## src/rtl/game_switch_sequencer_pkg.sv

```systemverilog
// Shared system constants: the game catalogue and the game-switch sequencer state set.
package system_consts;

    typedef enum logic [1:0] {
        FINALB  = 2'd0,
        DINOREX = 2'd1,
        QJINSEI = 2'd2,
        LIQUIDK = 2'd3
    } game_t;

    // The game the board comes up in after reset is always the first enumerator.
    localparam game_t GAME_RESET = FINALB;

    typedef enum logic [2:0] {
        GSW_IDLE    = 3'd0,
        GSW_HOLD    = 3'd1,
        GSW_SETTLE  = 3'd2,
        GSW_CLEAR   = 3'd3,
        GSW_RELEASE = 3'd4
    } gsw_state_t;

    function automatic int gsw_max(input int a, input int b);
        return (a > b) ? a : b;
    endfunction

endpackage

```

## src/rtl/game_switch_sequencer_if.sv

```systemverilog
// Request/status bundle between the game-select logic (master) and the sequencer (slave).
interface game_switch_sequencer_if;
    import system_consts::*;

    game_t       game_req;
    logic        req_valid;
    game_t       game;
    logic        core_reset_n;
    logic [15:0] clr_addr;
    logic        clr_we;
    logic        busy;

    modport master (
        output game_req, req_valid,
        input  game, core_reset_n, clr_addr, clr_we, busy
    );

    modport slave (
        input  game_req, req_valid,
        output game, core_reset_n, clr_addr, clr_we, busy
    );

endinterface

```

## src/rtl/game_switch_sequencer.sv

```systemverilog
// Game switch sequencer: holds the game core in reset, swaps the active game, lets the
// board config settle, zeroes work RAM, then releases the core.
module game_switch_sequencer
    import system_consts::*;
#(
    parameter int RST_HOLD  = 16,
    parameter int SETTLE    = 2,
    parameter int CLR_WORDS = 256
) (
    input logic clk,
    input logic reset_n,
    game_switch_sequencer_if.slave bus
);

    localparam logic [2:0] S_IDLE    = 3'(GSW_IDLE);
    localparam logic [2:0] S_HOLD    = 3'(GSW_HOLD);
    localparam logic [2:0] S_SETTLE  = 3'(GSW_SETTLE);
    localparam logic [2:0] S_CLEAR   = 3'(GSW_CLEAR);
    localparam logic [2:0] S_RELEASE = 3'(GSW_RELEASE);

    localparam int CNT_W  = $clog2(gsw_max(RST_HOLD, SETTLE) + 1);
    localparam int ADDR_W = (CLR_WORDS > 1) ? $clog2(CLR_WORDS) : 1;

    localparam logic [CNT_W-1:0]  HOLD_LOAD   = CNT_W'(RST_HOLD - 1);
    localparam logic [CNT_W-1:0]  SETTLE_LOAD = CNT_W'(SETTLE - 1);
    localparam logic [ADDR_W-1:0] ADDR_LAST   = ADDR_W'(CLR_WORDS - 1);

    logic [2:0]        state_q, state_d;
    logic [CNT_W-1:0]  cnt_q, cnt_d;
    logic [ADDR_W-1:0] addr_q, addr_d;
    game_t             game_q, game_d;
    game_t             tgt_q, tgt_d;
    logic              pend_v_q, pend_v_d;
    game_t             pend_g_q, pend_g_d;
    logic              crst_n_q, crst_n_d;

    logic              eff_v;
    game_t             eff_g;

    // A strobe landing in RELEASE itself wins over the older pending entry.
    assign eff_v = bus.req_valid | pend_v_q;
    assign eff_g = bus.req_valid ? bus.game_req : pend_g_q;

    always_comb begin
        state_d  = state_q;
        cnt_d    = cnt_q;
        addr_d   = addr_q;
        game_d   = game_q;
        tgt_d    = tgt_q;
        pend_v_d = pend_v_q;
        pend_g_d = pend_g_q;
        crst_n_d = crst_n_q;

        if (bus.req_valid && (state_q != S_IDLE)) begin
            pend_v_d = 1'b1;
            pend_g_d = bus.game_req;
        end

        case (state_q)
            S_IDLE: begin
                if (bus.req_valid && (bus.game_req != game_q)) begin
                    tgt_d    = bus.game_req;
                    cnt_d    = HOLD_LOAD;
                    crst_n_d = 1'b0;
                    state_d  = S_HOLD;
                end
            end
            S_HOLD: begin
                if (cnt_q == '0) begin
                    game_d  = tgt_q;
                    cnt_d   = SETTLE_LOAD;
                    state_d = S_SETTLE;
                end else begin
                    cnt_d = cnt_q - 1'b1;
                end
            end
            S_SETTLE: begin
                if (cnt_q == '0) begin
                    addr_d  = '0;
                    state_d = S_CLEAR;
                end else begin
                    cnt_d = cnt_q - 1'b1;
                end
            end
            S_CLEAR: begin
                if (addr_q == ADDR_LAST) begin
                    addr_d   = '0;
                    crst_n_d = 1'b1;
                    state_d  = S_RELEASE;
                end else begin
                    addr_d = addr_q + 1'b1;
                end
            end
            S_RELEASE: begin
                pend_v_d = 1'b0;
                if (eff_v && (eff_g != game_q)) begin
                    tgt_d    = eff_g;
                    cnt_d    = HOLD_LOAD;
                    crst_n_d = 1'b0;
                    state_d  = S_HOLD;
                end else begin
                    state_d = S_IDLE;
                end
            end
            default: begin
                state_d = S_IDLE;
            end
        endcase
    end

    // Reset lands in HOLD so every power-up runs a full reset-and-clear pass.
    always_ff @(posedge clk or negedge reset_n) begin
        if (!reset_n) begin
            state_q  <= S_HOLD;
            cnt_q    <= HOLD_LOAD;
            addr_q   <= '0;
            game_q   <= GAME_RESET;
            tgt_q    <= GAME_RESET;
            pend_v_q <= 1'b0;
            pend_g_q <= GAME_RESET;
            crst_n_q <= 1'b0;
        end else begin
            state_q  <= state_d;
            cnt_q    <= cnt_d;
            addr_q   <= addr_d;
            game_q   <= game_d;
            tgt_q    <= tgt_d;
            pend_v_q <= pend_v_d;
            pend_g_q <= pend_g_d;
            crst_n_q <= crst_n_d;
        end
    end

    assign bus.game         = game_q;
    assign bus.core_reset_n = crst_n_q;
    assign bus.clr_addr     = 16'(addr_q);
    assign bus.clr_we       = (state_q == S_CLEAR);
    assign bus.busy         = (state_q != S_IDLE);

endmodule

```

## src/flat_wrapper.sv

```systemverilog
// flat-port wrapper written by rule: the top's interface ports become plain ports
module game_switch_sequencer_flat import system_consts::*;
#(
    parameter int RST_HOLD  = 16,
    parameter int SETTLE    = 2,
    parameter int CLR_WORDS = 256
)
  (clk, reset_n, bus_game_req, bus_req_valid, bus_game, bus_core_reset_n, bus_clr_addr, bus_clr_we, bus_busy);
  game_switch_sequencer_if bus_i ();
  input logic clk;
  input logic reset_n;
  input wire logic [$bits(bus_i.game_req)-1:0] bus_game_req;
  input wire logic [$bits(bus_i.req_valid)-1:0] bus_req_valid;
  output wire logic [$bits(bus_i.game)-1:0] bus_game;
  output wire logic [$bits(bus_i.core_reset_n)-1:0] bus_core_reset_n;
  output wire logic [$bits(bus_i.clr_addr)-1:0] bus_clr_addr;
  output wire logic [$bits(bus_i.clr_we)-1:0] bus_clr_we;
  output wire logic [$bits(bus_i.busy)-1:0] bus_busy;
  assign bus_i.game_req = bus_game_req;
  assign bus_i.req_valid = bus_req_valid;
  assign bus_game = bus_i.game;
  assign bus_core_reset_n = bus_i.core_reset_n;
  assign bus_clr_addr = bus_i.clr_addr;
  assign bus_clr_we = bus_i.clr_we;
  assign bus_busy = bus_i.busy;
  game_switch_sequencer #(.RST_HOLD(RST_HOLD), .SETTLE(SETTLE), .CLR_WORDS(CLR_WORDS)) u_core (.clk(clk), .reset_n(reset_n), .bus(bus_i));
endmodule
```

## config.mk

```make
export PLATFORM = sky130hd
export DESIGN_NAME = game_switch_sequencer_flat
export DESIGN_NICKNAME = d
export VERILOG_FILES = /design/src/rtl/game_switch_sequencer_pkg.sv /design/src/rtl/game_switch_sequencer_if.sv /design/src/rtl/game_switch_sequencer.sv /design/src/flat_wrapper.sv
export SDC_FILE = /design/constraint.sdc
export NUM_CORES = 1
export LEC_CHECK = 0
export ABC_AREA = 0
export CAP_MARGIN = 30
export CORE_MARGIN = 1.5
export CORE_UTILIZATION = 46
export DETAILED_ROUTE_END_ITERATION = 7
export MAX_ROUTING_LAYER = met4
export PLACE_DENSITY_LB_ADDON = 0.25
export SLEW_MARGIN = 20
export SYNTH_ARGS = -nofsm -noshare
export SYNTH_HDL_FRONTEND = slang
export SYNTH_SLANG_ARGS = --single-unit
export TNS_END_PERCENT = 50
```

## constraint.sdc

```tcl
create_clock -name clk -period 1.7 [get_ports clk]
set_input_delay 0.17 -clock clk [delete_from_list [all_inputs] [get_ports clk]]
set_output_delay 0.17 -clock clk [all_outputs]
set_load 0.01 [all_outputs]
```

# [Yosys cells after proc, flatten, opt, wreduce, memory -nomap -nowiden]
# Index checks and enable logic that the tools add are counted.
[totals] ff_bits=24 inputBits=5
[op_classes] add_sub_neg=2 eq_ne=13 muxes=24 bitwise=1 n_reduce_logical=17
[ops] op="2-to-1 mux 5 bit" n=4
[ops] op="one-hot mux 5 bit (4 select lines)" n=1
[ops] op="2-to-1 mux 8 bit" n=2
[ops] op="one-hot mux 8 bit (2 select lines)" n=1
[ops] op="one-hot mux 3 bit (5 select lines)" n=1
[ops] op="2-to-1 mux 3 bit" n=4
[ops] op="AND reduction 4 bit" n=3
[ops] op="!= test 2 x 1 -> 1 bit (second input constant)" n=5
[ops] op="adder 8 x 1 -> 8 bit (second input constant)" n=1
[ops] op="equality test 8 bit (second input constant)" n=1
[ops] op="equality test 3 x 2 -> 1 bit (second input constant)" n=2
[ops] op="2-to-1 mux 1 bit" n=6
[ops] op="2-to-1 mux 2 bit" n=3
[ops] op="nonzero test 2 bit" n=3
[ops] op="nonzero test 3 bit" n=2
[ops] op="logical NOT 5 bit" n=1
[ops] op="subtractor 5 x 1 -> 5 bit (second input constant)" n=1
[ops] op="!= test 2 bit" n=2
[ops] op="one-hot mux 2 bit (2 select lines)" n=1
[ops] op="AND reduction 2 bit" n=2
[ops] op="nonzero test 4 bit" n=1
[ops] op="equality test 3 x 1 -> 1 bit (second input constant)" n=1
[ops] op="equality test 3 bit (second input constant)" n=1
[ops] op="logical AND 1 bit" n=3
[ops] op="5 further kinds" n=5

# [Logic depth before layout (Yosys ltp)]
[logic_depth] ltp_word=5 mapped_depth=6 depth_no_buf=6

# [Worst setup path after synthesis]
# No wires, ideal clock.
[synth_timing] path_kind="reg2reg" from="reg u_core.cnt_q[0]" to="reg u_core.cnt_q[1]" setup_time_ns=0.082 t_arrival_ns=1.680 slack_ns=-0.062 path_stages_with_launch=7 synth_period_minus_slack_ns=1.762 path_cell_list="dfstp_2 -> inv_1 -> ha_1 -> or4b_4 -> a21oi_4 -> o211ai_4 -> mux2_4"
[synth_via] elab_chain_len=3 word_cells_on_any_way=7 classes_between="add/sub (1); eq/ne (1); mux (3); reduce/logical (2)"
[synth_rtl] element="start: declaration" line="game_switch_sequencer.sv:29" rtl="logic [CNT_W-1:0] cnt_q, cnt_d;"
[synth_rtl] element="start signal: assignment" line="game_switch_sequencer.sv:124" rtl="cnt_q <= cnt_d;"
[synth_rtl] element="subtractor 5 x 1 -> 5 bit or logical NOT 5 bit (tied branches)"
[synth_rtl] element="2-to-1 mux 5 bit, or another cell as far along" line="game_switch_sequencer.sv:78" rtl="if (cnt_q == '0) begin"
[synth_rtl] element="one-hot mux 5 bit (4 select lines) or AND reduction 4 bit (tied branches)"
# Parallel ways exist; a longest one is shown, timed or not. The select of a mux whose other input is x is not followed.
# A chain may end at the register's enable or synchronous reset.

# [Worst setup path after layout]
[layout_timing] from="reg u_core.state_q[0]" to="reg u_core.tgt_q[1]"
[layout_via] elab_chain_len=3 word_cells_on_any_way=7 classes_between="eq/ne (3); mux (1); reduce/logical (3)"
[layout_rtl] element="start: declaration" line="game_switch_sequencer.sv:28" rtl="logic [2:0] state_q, state_d;"
[layout_rtl] element="start signal: assignment" line="game_switch_sequencer.sv:123" rtl="state_q <= state_d;"
[layout_rtl] element="equality test 3 bit or logical NOT 3 bit (tied branches)" line="game_switch_sequencer.sv:59" rtl="case (state_q)"
[layout_rtl] element="!= test 2 x 1 -> 1 bit (no line) or nonzero test 2 bit (tied branches)"
[layout_rtl] element="AND reduction 3 bit (no line)"
[layout_rtl] element="end signal: assignment" line="game_switch_sequencer.sv:127" rtl="tgt_q <= tgt_d;"
[layout_rtl] element="end: declaration" line="game_switch_sequencer.sv:32" rtl="game_t tgt_q, tgt_d;"
# Parallel ways exist; a longest one is shown, timed or not.

==> impl_metrics.toml <==
[critical_path]
cp_slowest_cell = "dfstp_2"
startpoint_type = "flop"
worst-setup-path-type = "flop to flop"
rrSetupSlack_ns = -0.08
cp.arrival_ns = 1.98
crit_family = "multiplexers"
worstSetupEndpointType = "flop"
slowest_delay_ns = 0.40
path_cells = "buf_6 > buf_6 > nor4b_4 > buf_4 > mux2_2 > mux2_2"
crit_path_max_fanout = 5
path_buf_inv = 3
critical_path_required_ns = 1.91

[sta]
clock_skew_ns = 0.00791
rsz0062_at_grt = "true"
setup_ws_ns = -0.0779
slew_viol_final = 0
fmax_ghz = 0.562
fin_crit_ns = 1.78
post-route-period-util_pct = 105
hold_viol_final = 0
setup_violations = 7
setup_tns_ns = -0.339

[floorplanning]
start_util_pct = 49.2
dieArea_um2 = 3310
core_area_um2 = 2780
fp.dieH_um = 57.6
io_pins = 26
die_x_um = 57.6
rows = 19

[pwr]
combPwrFrac_pct = 56.3
p_int_mw = 1.77
p_per_area_nw_per_um2 = 1460
peakVddDrop_v = 0.00115
power_mw = 2.78
p_clk_share_pct = 10.9
seqPwrFrac_pct = 32.7
p_switching_mw = 1.01
p_leak_nw = 0.831
p_sw_share_pct = 36.3

[placement]
io_buffers = 17
placedCellCount = 202
gp_congestion = 0.826
dpl.hpwl_mm = 2.19

[cells_and_area]
layout_common_cells = "26 x buf_4, 19 x dfrtp_1, 15 x clkdlybuf4s50_1"
layout-drive-gt1-share_pct = 37.4
nNetsFinal = 190
seqCellArea_um2 = 607
multi_input_area_um2 = 796
antennaDiodeCount = 0
finalNonFillerCells = 213
final_common_cell = "buf_4"
num-fill-cells = 200
area_growth_pct = 39.7

[cts]
clock_path_buffers = 2
cts_tree = "done"
cts_buffers = 3
cts_root_buf = "clkbuf_4"
cts.sinks = 24
htreeDepth = 1
clkSlewWorstSetupHoldPaths_ns = 0.14
cts-hold-fix-buffers = 0
clock_latency_ns = 0.31

[drt]
wl_per_cell_um = 15.2
met3_length_um = 86
viasPerCell = 5.46
firstDrtPassIters = 4
drt_iter0_drc = 37
wirelength_mm = 3.24
drt-met1-wl_mm = 1.47
ant_nets = 0
drc = 0
highest_layer = "met4"
num_vias = 1163
met2_length_mm = 1.67

[global_route]
grt_overflow = 0
grt_pass1_wl_mm = 5.31
grtUsageTotal_pct = 21.0
grt_max_degree = 25
antenna_found_initial = 0
grt_pass1_vias = 1210

[synthesis]
syn_inst = 132
synth_edf_count = 0
synth-async-reset-ratio_pct = 100
synth.avg_cell_area_um2 = 10.4
synthTopCellsByArea = "dfrtp_1 35%, dfstp_2 9.6%, mux2_2 6.6%, buf_4 4.4%, o21ai_0 4.0%"
ys_ff_latch = 24
synth_seq_area_share_pct = 44.3
yosys.area.top_type = "dfrtp_1"
synthDistinctLibCells = 43
syn_area_um2 = 1370
yosysWarnings = 0
yosys.area.top_type_share_pct = 34.7
synth_top_flop_cell = "dfrtp_1"

[worst_hold_path]
hold_path.class = "primary input to asynchronous set/reset pin"

[run_status]
status = "finished, violations left"
violations = "negative setup slack"

[run]
drv_cap = 0
worst paths after layout:
check                      cells past startpoint               from            endpoint
max in group asynchronous                      2            reset_n     u_core.cnt_q[3]
hold reg to reg                                1    u_core.tgt_q[1]  u_core.bus.game[1]
hold / removal                                 2            reset_n    u_core.addr_q[6]
min in group clk                               1    u_core.tgt_q[1]  u_core.bus.game[1]
setup / recovery                               6  u_core.state_q[0]     u_core.tgt_q[1]
setup reg to reg                               6  u_core.state_q[0]     u_core.tgt_q[1]
registers in the layout, indices dropped and copies added (netlist names):
name                     cells
u_core.pend_g_q              2
u_core.tgt_q                 2
u_core.state_q               3
u_core.cnt_q                 5
u_core.bus.game              2
u_core.pend_v_q              1
u_core.addr_q                8
u_core.bus.core_reset_n      1
metal layers:
layer  global-route usage [%]  vias to the layer above
met5                        -                        -
met4                     8.64                        0
met3                     3.17                        4
met2                     34.3                       20
met1                     26.1                      573
li1                         -                      566
worst register-to-register path, cell delays in order, from the launching register on:
cell     delay [ns]
dfstp_2        0.40
buf_6          0.11
buf_6          0.12
nor4b_4        0.30
buf_4          0.17
mux2_2         0.32
mux2_2         0.26
per-stage QoR:
step / instance area [um2] / util, % / hold WS [ns] / worst slack (ns)
global placement: 1730 / 62.3 / 0.493 / -0.123
finish: 1910 / 68.7 / 0.197 / -0.0779
detailed placement: 1730 / 62.3 / 0.505 / -0.164
CTS: 1830 / 65.6 / 0.198 / -0.0473
global route: 1910 / 68.7 / 0.238 / -0.112
floorplan: 1410 / - / -0.126 / -0.0465
power groups by stage:
stage / clock network [mW] / registers (mW) / logic (mW)
after floorplan: 0 / 0.927 / 0.693
after global placement: 0 / 0.915 / 1.22
after detailed placement: 0 / 0.925 / 1.26
after CTS: 0.310 / 0.903 / 1.38
after global routing: 0.327 / 0.932 / 1.71
final: 0.304 / 0.911 / 1.57
cell type report:
class,count,area share [%]
Sequential cell,24,31.7
Inverter,5,0.982
Timing Repair Buffer,48,21.7
Tap cell,31,2.03
Clock buffer,4,1.90
Multi-Input combinational cell,101,41.6
synthesized netlist by cell type (all sizes together) (4+ instances only):
| cell type | n |
|---|---|
| dfstp | 5 |
| dfrtp | 19 |
| o31ai | 4 |
| xor2 | 4 |
| o211ai | 4 |
| a31oi | 4 |
| mux2 | 9 |
| inv | 5 |
| buf | 8 |
| a21oi | 7 |
| nand2 | 10 |
| o21ai | 11 |
| nor2 | 5 |
cell families (layout without fill, tap and decap cells):
family / count (synthesis) / count (layout) / share of synthesized area [%]
AOI/OAI and AO/OA: 40 / 40 / 21.0
xor gates and xnor gates: 4 / 4 / 2.56
adders and majority gates: 2 / 2 / 1.83
buffers and inverters: 14 / 57 / 6.03
DFF: 24 / 24 / 44.3
muxes: 10 / 10 / 8.41
other: 1 / 8 / 0.274
and+or+nand+nor: 37 / 37 / 15.5
repair_timing:
action	4_1_cts	5_1_grt
setup endpoints to repair	13	13
pin swaps	5	2
resized for setup	13	15
setup buffers	3	5
No activity file was read; power rests on OpenSTA's default activity.
